<file path="config.mk">
export PLATFORM = sky130hd
export DESIGN_NAME = uart_rx_byte
export DESIGN_NICKNAME = d
export VERILOG_FILES = /design/src/rtl/uart_pkg.sv /design/src/rtl/sync2.sv /design/src/rtl/uart_rx_byte.sv
export SDC_FILE = /design/constraint.sdc
export NUM_CORES = 1
export LEC_CHECK = 0
export CAP_MARGIN = 20
export CORE_MARGIN = 4
export CORE_UTILIZATION = 30
export DETAILED_ROUTE_END_ITERATION = 10
export SETUP_SLACK_MARGIN = 0.3
export SYNTH_ARGS = -nofsm -noshare
export SYNTH_HDL_FRONTEND = slang
export SYNTH_SLANG_ARGS = --single-unit
export TNS_END_PERCENT = 10
</file>
<file path="constraint.sdc">
create_clock -name i_clk -period 2.4 [get_ports i_clk]
set_clock_uncertainty 0.2 [all_clocks]
set_input_delay 0.48 -clock i_clk [delete_from_list [all_inputs] [get_ports i_clk]]
set_output_delay 0.48 -clock i_clk [all_outputs]
set_load 0.05 [all_outputs]
</file>
<file path="src/rtl/uart_pkg.sv">
// rtl/uart_pkg.sv - shared UART types, clock/baud constants and bit-period helper
package uart_pkg;

    typedef enum logic [1:0] {
        IDLE  = 2'd0,
        START = 2'd1,
        DATA  = 2'd2,
        STOP  = 2'd3
    } rx_state_t;

    localparam int CLK_HZ       = 50_000_000;
    localparam int BAUD_DEFAULT = 9600;

    // Integer division truncates: 50 MHz / 9600 -> 5208 cycles per bit.
    function automatic int calc_clks_per_bit(input int clk_hz, input int baud);
        return clk_hz / baud;
    endfunction

endpackage

</file>
<file path="src/rtl/sync2.sv">
// rtl/sync2.sv - two-flop synchroniser for an asynchronous single-bit input
//
// Ports:
//   i_clk  - destination clock, rising edge
//   i_rst  - synchronous active-high reset, loads RESET_VAL into both flops
//   i_d    - asynchronous input
//   o_q    - synchronised output, two cycles of latency
module sync2 #(
    parameter logic RESET_VAL = 1'b1
) (
    input  logic i_clk,
    input  logic i_rst,
    input  logic i_d,
    output logic o_q
);

    logic r_meta;
    logic r_sync;

    always_ff @(posedge i_clk) begin
        if (i_rst) begin
            r_meta <= RESET_VAL;
            r_sync <= RESET_VAL;
        end else begin
            r_meta <= i_d;
            r_sync <= r_meta;
        end
    end

    assign o_q = r_sync;

endmodule

</file>
<file path="src/rtl/uart_rx_byte.sv">
// rtl/uart_rx_byte.sv - 8N1 UART receiver holding the last good byte for the display path
//
// Ports:
//   i_clk        - system clock, rising edge
//   i_rst        - synchronous active-high reset
//   i_rx         - asynchronous serial line, idle high
//   o_data       - last correctly framed byte, held until replaced
//   o_rx_valid   - one-cycle pulse, o_data updated this cycle
//   o_frame_err  - one-cycle pulse, stop bit sampled low, byte discarded
//   o_busy       - high whenever the receiver is not idle
module uart_rx_byte
    import uart_pkg::*;
#(
    parameter int CLKS_PER_BIT = calc_clks_per_bit(CLK_HZ, BAUD_DEFAULT)
) (
    input  logic       i_clk,
    input  logic       i_rst,
    input  logic       i_rx,
    output logic [7:0] o_data,
    output logic       o_rx_valid,
    output logic       o_frame_err,
    output logic       o_busy
);

    localparam logic [15:0] HALF_M1 = 16'(CLKS_PER_BIT / 2 - 1);
    localparam logic [15:0] BIT_M1  = 16'(CLKS_PER_BIT - 1);

    logic        w_rx_s;

    rx_state_t   r_state;
    logic [15:0] r_cnt;
    logic [2:0]  r_idx;
    logic [7:0]  r_sh;
    logic [7:0]  r_data;
    logic        r_rx_valid;
    logic        r_frame_err;
    logic        r_armed;

    rx_state_t   w_state_next;
    logic [15:0] w_cnt_next;
    logic [2:0]  w_idx_next;
    logic [7:0]  w_sh_next;
    logic [7:0]  w_data_next;
    logic        w_rx_valid_next;
    logic        w_frame_err_next;
    logic        w_armed_next;

    sync2 #(.RESET_VAL(1'b1)) u_rx_sync (
        .i_clk (i_clk),
        .i_rst (i_rst),
        .i_d   (i_rx),
        .o_q   (w_rx_s)
    );

    always_ff @(posedge i_clk) begin
        if (i_rst) begin
            r_state     <= IDLE;
            r_cnt       <= '0;
            r_idx       <= '0;
            r_sh        <= '0;
            r_data      <= '0;
            r_rx_valid  <= 1'b0;
            r_frame_err <= 1'b0;
            r_armed     <= 1'b0;
        end else begin
            r_state     <= w_state_next;
            r_cnt       <= w_cnt_next;
            r_idx       <= w_idx_next;
            r_sh        <= w_sh_next;
            r_data      <= w_data_next;
            r_rx_valid  <= w_rx_valid_next;
            r_frame_err <= w_frame_err_next;
            r_armed     <= w_armed_next;
        end
    end

    always_comb begin
        w_state_next     = r_state;
        w_cnt_next       = r_cnt;
        w_idx_next       = r_idx;
        w_sh_next        = r_sh;
        w_data_next      = r_data;
        w_rx_valid_next  = 1'b0;
        w_frame_err_next = 1'b0;
        w_armed_next     = r_armed;

        case (r_state)
            IDLE: begin
                // A start is only accepted once the line has been seen high
                // since the last frame, so a held break yields one error only.
                if (w_rx_s) begin
                    w_armed_next = 1'b1;
                end else if (r_armed) begin
                    w_state_next = START;
                    w_cnt_next   = '0;
                    w_armed_next = 1'b0;
                end
            end
            START: begin
                if (r_cnt == HALF_M1) begin
                    w_cnt_next = '0;
                    if (!w_rx_s) begin
                        w_state_next = DATA;
                        w_idx_next   = '0;
                    end else begin
                        w_state_next = IDLE;
                    end
                end else begin
                    w_cnt_next = r_cnt + 16'd1;
                end
            end
            DATA: begin
                if (r_cnt == BIT_M1) begin
                    // LSB arrives first: shift right, new bit enters at the top.
                    w_sh_next  = {w_rx_s, r_sh[7:1]};
                    w_cnt_next = '0;
                    if (r_idx == 3'd7) begin
                        w_state_next = STOP;
                    end else begin
                        w_idx_next = r_idx + 3'd1;
                    end
                end else begin
                    w_cnt_next = r_cnt + 16'd1;
                end
            end
            STOP: begin
                // Leave at mid-stop-bit so a back-to-back start edge is not missed.
                if (r_cnt == BIT_M1) begin
                    w_state_next = IDLE;
                    w_cnt_next   = '0;
                    if (w_rx_s) begin
                        w_data_next     = r_sh;
                        w_rx_valid_next = 1'b1;
                    end else begin
                        w_frame_err_next = 1'b1;
                    end
                end else begin
                    w_cnt_next = r_cnt + 16'd1;
                end
            end
            default: begin
                w_state_next = IDLE;
            end
        endcase
    end

    assign o_data      = r_data;
    assign o_rx_valid  = r_rx_valid;
    assign o_frame_err = r_frame_err;
    assign o_busy      = (r_state != IDLE);

endmodule

</file>
; Word-level counts from Yosys, hierarchy flattened
; Index checks and enable logic that the tools add are counted.
[word_totals]
regBits = 42
input_bits = 3
out_inout_bits = 11
[op_classes]
n_addsub = 2
n_eq_ne = 14
n_mux = 20
bitwise_logic = 2
reduce_logical = 10
[ops]
columns = cell, count
row1 = $mux 16, 4
row2 = $pmux 16 s3, 1
row3 = $add 16x1->16 const B, 1
row4 = $eq 16x12->1 const B, 1
row5 = $eq 16x13->1 const B, 1
row6 = $ne 2x2->1 const B, 8
row7 = $mux 2, 7
row8 = $mux 3, 4
row9 = $pmux 2 s4, 1
row10 = $pmux 3 s2, 1
row11 = $reduce_and 6->1, 1
row12 = $reduce_and 5->1, 1
row13 = $eq 2x2->1 const B, 2
row14 = $reduce_and 2->1, 2
row15 = $reduce_bool 2->1, 2
row16 = $add 3x1->3 const B, 1
row17 = $eq 3x3->1 const B, 1
row18 = $reduce_and 3->1, 1
row19 = $reduce_or 3->1, 1
row20 = $eq 2x1->1 const B, 1
row21 = $logic_not 2->1, 1
row22 = $mux 1, 2
row23 = $not 1->1, 2
row24 = $reduce_or 2->1, 1

; Logic depth before layout (Yosys ltp)
; Gate-level depths: netlist (run 1).
[depth]
depth_word = 4
depth_mapped = 7
depth_no_buf = 6

; Hierarchy
; Synthesis (run 1) repeated with hierarchy kept, for this count alone.
[unflattened]
hier_cells = 229
hier_area_um2 = 2033.2
[modules_own_cells]
columns = mod, n_inst, cells_per_inst, area_per_inst_um2, seq_area_each_um2
row1 = uart_rx_byte, 1, 225, 1980.6, 800.8
row2 = sync2, 1, 4, 52.6, 40.0

; Worst setup path before layout (run 1)
; Ideal clock, no wire load.
[synth_timing]
path_type = register -> register
startpoint = register r_cnt[13]
endpoint = register r_cnt[12]
setup_ps = 122
arrival_time_ps = 2024
slack_ps = 54
stages_incl_launch_ff = 6
path_buffers = 0
cell_sequence = dfxtp_1 > or4_4 > nor4_4 > o2bb2ai_4 > and3_1 > a221o_1
[synth_via]
elab_chain_len = 3
word_cells_on_any_way = 5
[synth_lines]
columns = element, line_no
row1 = "start, declared", uart_rx_byte.sv:31  ; logic [15:0] r_cnt;
row2 = "start signal, assigned", uart_rx_byte.sv:67  ; r_cnt <= w_cnt_next;
row3 = $eq 16x13->1 / $eq 16x12->1 (equally long branches), "uart_rx_byte.sv:113, uart_rx_byte.sv:128, uart_rx_byte.sv:100"
row4 = $mux 16 (on tied branches), "uart_rx_byte.sv:113, uart_rx_byte.sv:128, uart_rx_byte.sv:100"
row5 = $pmux 16 s3 *, uart_rx_byte.sv:87  ; case (r_state)
; Mark *: on every way between the ends. The rest lies on a longest branch, timed or not.
; A chain may end at the register's enable or synchronous reset.

; Worst setup path in the final report (run 1)
[layout_timing]
startpoint = register r_cnt[11]
endpoint = register r_cnt[12]
[layout_via]
elab_chain_len = 3
word_cells_on_any_way = 6
[layout_lines]
columns = element, line_no
row1 = $add 16x1->16 (tied with other cells), "uart_rx_byte.sv:109, uart_rx_byte.sv:123, uart_rx_byte.sv:138"
row2 = $mux 16 (on tied branches), "uart_rx_byte.sv:113, uart_rx_byte.sv:128, uart_rx_byte.sv:100"
row3 = $pmux 16 s3 *, uart_rx_byte.sv:87
; Marks and branches as above.

==> results.sh, run 1 <==
export IMPL_finalNonFillerCells=328
export IMPL_die_h_um=88.5
export IMPL_cts_buffer_depth=2
export IMPL_leakagePower_nw=0.920
export IMPL_place_inst=311
export IMPL_status="finished clean"
export IMPL_critical_path_class="reg -> reg"
export IMPL_finalCriticalPeriod_ps=2190
export IMPL_clk_pin_slew_ps=80
export IMPL_setup_tns_ps=0
export IMPL_htree_num_levels=2
export IMPL_synthMuxAreaShare=0.0618
export IMPL_syn_nets=228
export IMPL_drive_gt1_frac=0.195
export IMPL_drtIter0Drc=83
export IMPL_switching_power_uw=333
export IMPL_postCtsHoldBufs=0
export IMPL_cp_arrival_ps=2170
export IMPL_yosys_area_top_type_share=0.432
export IMPL_p_seq_frac=0.514
export IMPL_track_usage=0.110
export IMPL_synthAdderAreaFrac=0.0193
export IMPL_clkPwrFrac=0.399
export IMPL_drc=0
export IMPL_dr_pass1_iters=4
export IMPL_clkSinkCount=42
export IMPL_cellPowerDensity_nw_per_um2=570
export IMPL_vias=1604
export IMPL_syn_avg_cell_area_um2=8.76
export IMPL_synth_xor_area_share=0.00901
export IMPL_synth_compound_area_share=0.138
export IMPL_viasPerCell=4.89
export IMPL_gp_congestion=0.821
export IMPL_synth_edf_count=0
export IMPL_required_ps=2390
export IMPL_antennaDiodeCount=0
export IMPL_hold_path_class="reg -> reg"
export IMPL_p_comb_frac=0.087
export IMPL_rsz0062_at_grt="yes"
export IMPL_antenna_found_initial=0
export IMPL_grt_overflow=0
export IMPL_yosys_area_share_simple=0.309
export IMPL_clk_latency_ps=290
export IMPL_setup_ws_ps=214
export IMPL_floorplan_initialDensity=0.308
export IMPL_place_hpwl_mm=2.74
export IMPL_area_growth_pct=26.1
export IMPL_cp_end_kind="register"
export IMPL_period_share=0.911
export IMPL_nNetsFinal=256
export IMPL_routed_wirelength_mm=4.05
export IMPL_die_area_um2=7830
export IMPL_io_pins=14
export IMPL_placed_area_um2=2190
export IMPL_path_max_fanout=6
export IMPL_synthArstFlopShare=0
export IMPL_core_area_um2=6310
export IMPL_grt_pass1_wl_mm=6.79
export IMPL_synth_area_top_cells="dfxtp_1, nand2_1, mux2i_1"
export IMPL_synth_area_um2=1940
export IMPL_synth_distinct_cells=42
export IMPL_swShare=0.238
export IMPL_tightest_slew_ps=565
export IMPL_seq_area_frac_synth=0.432
export IMPL_synth_seq_cells=42
export IMPL_ant_nets=0
export IMPL_num_rows=29
export IMPL_cts_tree="yes"
export IMPL_postLayoutCoreUtil=0.388
export IMPL_drv_cap=0
export IMPL_grt_max_degree=22
export IMPL_cts_buffers_inserted=5
export IMPL_crit_path_start_kind="register"
export IMPL_vdd_ir_drop_max_uv=251
export IMPL_synthCells=222
export IMPL_stdcell_area_um2=2450
export IMPL_dp_slack_ps=149
export IMPL_grt_pass1_vias=1398
export IMPL_internal_power_mw=1.06
export IMPL_hold_viol_final=0
export IMPL_dieWidth_um=88.5
export IMPL_maxSlewViolCount=0
export IMPL_setup_viol_count_final=0
export IMPL_synth_top_family_by_area="simple AND/OR/NAND/NOR gates"
export IMPL_fmax_mhz=457
export IMPL_rrSetupSlack_ps=210
export IMPL_ys_dominant_reg_cell="dfxtp_1"
export IMPL_synth_largest_area_cell="dfxtp_1"
export IMPL_ys_warn_count=0
export IMPL_slew_headroom=0.622
export IMPL_wl_per_cell_um=12.4
export IMPL_io_buffers=13
export IMPL_root_buffer="clkbuf_8"
==> power by group through the flow <==
stage / clock, mW / combinational, mW / sequential (mW)
6_report: 0.558 / 0.121 / 0.719
5_1_grt: 0.605 / 0.134 / 0.722
4_1_cts: 0.582 / 0.121 / 0.718
3_5_place_dp: 0 / 0.113 / 0.736
3_3_place_gp: 0 / 0.112 / 0.735
2_1_floorplan: 0 / 0.0902 / 0.728
==> cells in the final DEF, fill, tap and decap left out, drive strengths merged, types with 2 or more instances in the layout <==
master | Yosys | routed
o21ai | 2 | 2
nor4bb | 2 | 2
dfxtp | 42 | 42
nand3b | 8 | 8
nor3 | 3 | 3
nor2 | 20 | 20
a22o | 3 | 3
nand2 | 40 | 40
and3 | 3 | 3
mux2i | 12 | 12
clkdlybuf4s50 | 0 | 12
clkbuf | 6 | 6
inv | 5 | 5
ha | 3 | 3
o2bb2ai | 2 | 2
nor3b | 2 | 2
nor2b | 4 | 4
a21oi | 15 | 15
nand2b | 7 | 7
nor4 | 3 | 3
nand4 | 3 | 3
xnor2 | 2 | 2
or2 | 3 | 3
buf | 3 | 18
nand3 | 7 | 7
a31oi | 10 | 10
==> routing by layer <==
layer,global-route usage,part of all wire,routed length (µm),vias up
met1,0.152,0.52,2110,741
met5,0,0,0,-
met3,0.0223,0.021,86,8
met2,0.165,0.44,1770,19
li1,-,-,-,836
met4,0.0495,0.023,93,0
==> worst paths after layout <==
kind	cells past startpoint	start	endpoint
worst max-delay path	6	r_cnt[11]	r_cnt[12]
worst min-delay path	1	u_rx_sync.r_meta	u_rx_sync.o_q
worst max register to register	6	r_cnt[11]	r_cnt[12]
worst min register to register	1	u_rx_sync.r_meta	u_rx_sync.o_q
==> area by class of cell <==
type                    instances  area (µm²)
clock inverters                 2        37.5
repair buffers                 30         273
well taps                      77        96.3
clock buffers                   6        72.6
flip-flops and latches         42         853
fillers                       653        3860
inverters                       5        18.8
multi-input cells             166        1100
==> cell usage after synthesis, types with 2 or more instances <==
| library cell | instances |
|---|---|
| a21oi_1 | 15 |
| a22o_1 | 3 |
| a31oi_1 | 10 |
| and3_1 | 3 |
| buf_2 | 2 |
| clkbuf_1 | 6 |
| dfxtp_1 | 42 |
| ha_1 | 3 |
| inv_1 | 5 |
| mux2i_1 | 12 |
| nand2_1 | 39 |
| nand2b_1 | 7 |
| nand3_1 | 7 |
| nand3b_1 | 8 |
| nand4_1 | 2 |
| nor2_1 | 20 |
| nor2b_1 | 4 |
| nor3_1 | 3 |
| nor3b_1 | 2 |
| nor4_1 | 2 |
| nor4bb_1 | 2 |
| o21ai_0 | 2 |
| or2_2 | 3 |
| xnor2_1 | 2 |
==> worst max-delay path, stage by stage (launching register included) <==
cell and delay (ps):
dfxtp_4 370, or4bb_4 520, nor4_4 290, buf_6 180, o2bb2ai_4 110, and3_1 170, a221o_1 250
==> state kept, by name, indices dropped and copies added, names as in the netlist, named ones only <==
name / cells
u_rx_sync.r_meta: 1
o_frame_err: 1
u_rx_sync.o_q: 1
r_sh: 8
o_data: 8
r_state: 1
r_idx: 3
o_rx_valid: 1
r_cnt: 16
r_armed: 1
==> stage by stage <==
stage          total power, mW  hold slack [ps]
2_1_floorplan            0.818              189
3_3_place_gp             0.848              193
3_5_place_dp             0.849              203
4_1_cts                   1.42              225
5_1_grt                   1.46              234
6_report                  1.40              221
==> cells by family (layout without fill, tap and decap cells) <==
group | after synthesis | in the layout
simple gates | 110 | 110
flops | 42 | 42
compound gates | 39 | 39
buf+inv | 14 | 43
mux | 12 | 12
fa+ha+maj | 3 | 3
xor+xnor | 2 | 2
==> repair_timing <==
item	4_1_cts	5_1_grt
setup buffers	5	4
pin swaps	5	3
endpoints found under the setup margin	42	47
gates resized for setup	8	10
Power figures use the tool's default switching activity.
==> run 2, diff against run 1 <==
--- a/config.mk
+++ b/config.mk
@@ -9,6 +9,7 @@
 export CORE_MARGIN = 4
 export CORE_UTILIZATION = 30
 export DETAILED_ROUTE_END_ITERATION = 10
+export PLACE_DENSITY = 0.51
 export SETUP_SLACK_MARGIN = 0.3
 export SYNTH_ARGS = -nofsm -noshare
 export SYNTH_HDL_FRONTEND = slang
==> results.sh, run 2 (synthesis gave the netlist of run 1 again) <==
export IMPL_slew_headroom=0.659
export IMPL_htree_num_levels=2
export IMPL_cp_arrival_ps=2160
export IMPL_cp_end_kind="register"
export IMPL_layout_common_cells="nand2_1, dfxtp_1, nor2_1"
export IMPL_drive_gt1_frac=0.183
export IMPL_die_h_um=88.5
export IMPL_crit_path_start_kind="register"
export IMPL_grt_pass1_wl_mm=6.95
export IMPL_top_register="r_cnt"
export IMPL_grt_max_degree=24
export IMPL_required_ps=2390
export IMPL_drc=0
export IMPL_place_hpwl_mm=2.95
export IMPL_setup_viol_count_final=0
export IMPL_rsz0062_at_grt="yes"
export IMPL_routed_wirelength_mm=4.21
export IMPL_tightest_slew_ps=510
export IMPL_status="finished clean"
export IMPL_root_buffer="clkbuf_8"
export IMPL_maxSlewViolCount=0
export IMPL_num_rows=29
export IMPL_gp_congestion=0.797
export IMPL_die_area_um2=7830
export IMPL_hold_path_class="reg -> reg"
export IMPL_cellPowerDensity_nw_per_um2=590
export IMPL_nNetsFinal=257
export IMPL_largest_register_ffs=16
export IMPL_critical_path_class="reg -> reg"
export IMPL_antenna_found_initial=0
export IMPL_placed_area_um2=2240
export IMPL_vias=1640
export IMPL_postCtsHoldBufs=0
export IMPL_io_buffers=13
export IMPL_period_share=0.903
export IMPL_dr_pass1_iters=4
export IMPL_floorplan_initialDensity=0.308
export IMPL_path_max_fanout=8
export IMPL_wl_per_cell_um=12.8
export IMPL_vdd_ir_drop_max_uv=305
export IMPL_layout_commonest_cell="nand2_1"
export IMPL_ant_nets=0
export IMPL_cts_tree="yes"
export IMPL_io_pins=14
export IMPL_drtIter0Drc=73
export IMPL_clkSinkCount=42
export IMPL_cts_buffer_depth=2
export IMPL_cts_buffers_inserted=5
export IMPL_core_area_um2=6310
export IMPL_finalCriticalPeriod_ps=2170
export IMPL_dieWidth_um=88.5
export IMPL_setup_tns_ps=0
export IMPL_clk_latency_ps=300
export IMPL_clk_pin_slew_ps=90
export IMPL_hold_viol_final=0
export IMPL_stdcell_area_um2=2410
export IMPL_drv_cap=0
export IMPL_fmax_mhz=461
export IMPL_area_growth_pct=24.0
export IMPL_grt_pass1_vias=1418
export IMPL_viasPerCell=4.98
export IMPL_antennaDiodeCount=0
export IMPL_leakagePower_nw=0.938
export IMPL_grt_overflow=0
export IMPL_track_usage=0.115
## run 2: per-layer routing
layer / vias up / part of all wire / GRT usage
li1: 840 / - / -
met1: 766 / 0.48 / 0.151
met2: 26 / 0.46 / 0.175
met3: 8 / 0.039 / 0.0335
met4: 0 / 0.019 / 0.0508
met5: - / 0 / 0
## run 2: timing repair
action / in CTS / in global routing
buffers inserted: 3 / 1
pin swaps: 4 / 3
resized for setup: 8 / 2
endpoints found under the setup margin: 43 / 46
## run 2: critical path, stage by stage (launching register included)
cell and delay (ps):
dfxtp_2 330, or4bb_4 540, nor4_4 310, buf_6 180, nand4_4 220, mux2i_1 210, nor2_1 60
## run 2: layout make-up
| cell class | count | area [µm²] |
|---|---|---|
| clock buffers | 5 | 68.8 |
| clock inverters | 3 | 43.8 |
| flip-flops and latches | 42 | 848 |
| repair buffers | 31 | 270 |
| fillers | 635 | 3900 |
| well taps | 77 | 96.3 |
| multi-input cells | 166 | 1060 |
| inverters | 5 | 18.8 |
## run 2: through the flow
| stage | worst slack, ps | total power [mW] | hold slack (ps) | util | cells |
|---|---|---|---|---|---|
| final | 232 | 1.42 | 216 | 0.382 | 329 |
| after global routing | 132 | 1.49 | 243 | 0.382 | 329 |
| after CTS | 213 | 1.44 | 218 | 0.380 | 328 |
| after detailed placement | 160 | 0.857 | 198 | 0.355 | 317 |
| after global placement | 170 | 0.858 | 193 | 0.355 | 317 |
| after floorplan | 67.3 | 0.818 | 189 | - | 222 |
## run 2: power by group
group	internal, mW	switching, mW	total (mW)
sequential	0.706	0.00598	0.712
combinational	0.0550	0.0787	0.134
clock	0.312	0.265	0.577
## run 2: final timing paths
path	slack (ps)	cells after the start	end	from
min reg2reg	220	1	u_rx_sync.o_q	u_rx_sync.r_meta
min	220	1	u_rx_sync.o_q	u_rx_sync.r_meta
max	230	6	o_data[6]	r_cnt[5]
max reg2reg	230	6	o_data[6]	r_cnt[5]
==> run 3, diff against run 2 <==
--- a/config.mk
+++ b/config.mk
@@ -11,6 +11,7 @@
 export DETAILED_ROUTE_END_ITERATION = 10
 export PLACE_DENSITY = 0.51
 export SETUP_SLACK_MARGIN = 0.3
+export SLEW_MARGIN = 25
 export SYNTH_ARGS = -nofsm -noshare
 export SYNTH_HDL_FRONTEND = slang
 export SYNTH_SLANG_ARGS = --single-unit
==> results of run 3 <==
Same layout as run 2: the final DEF is identical, and so are final timing and power.
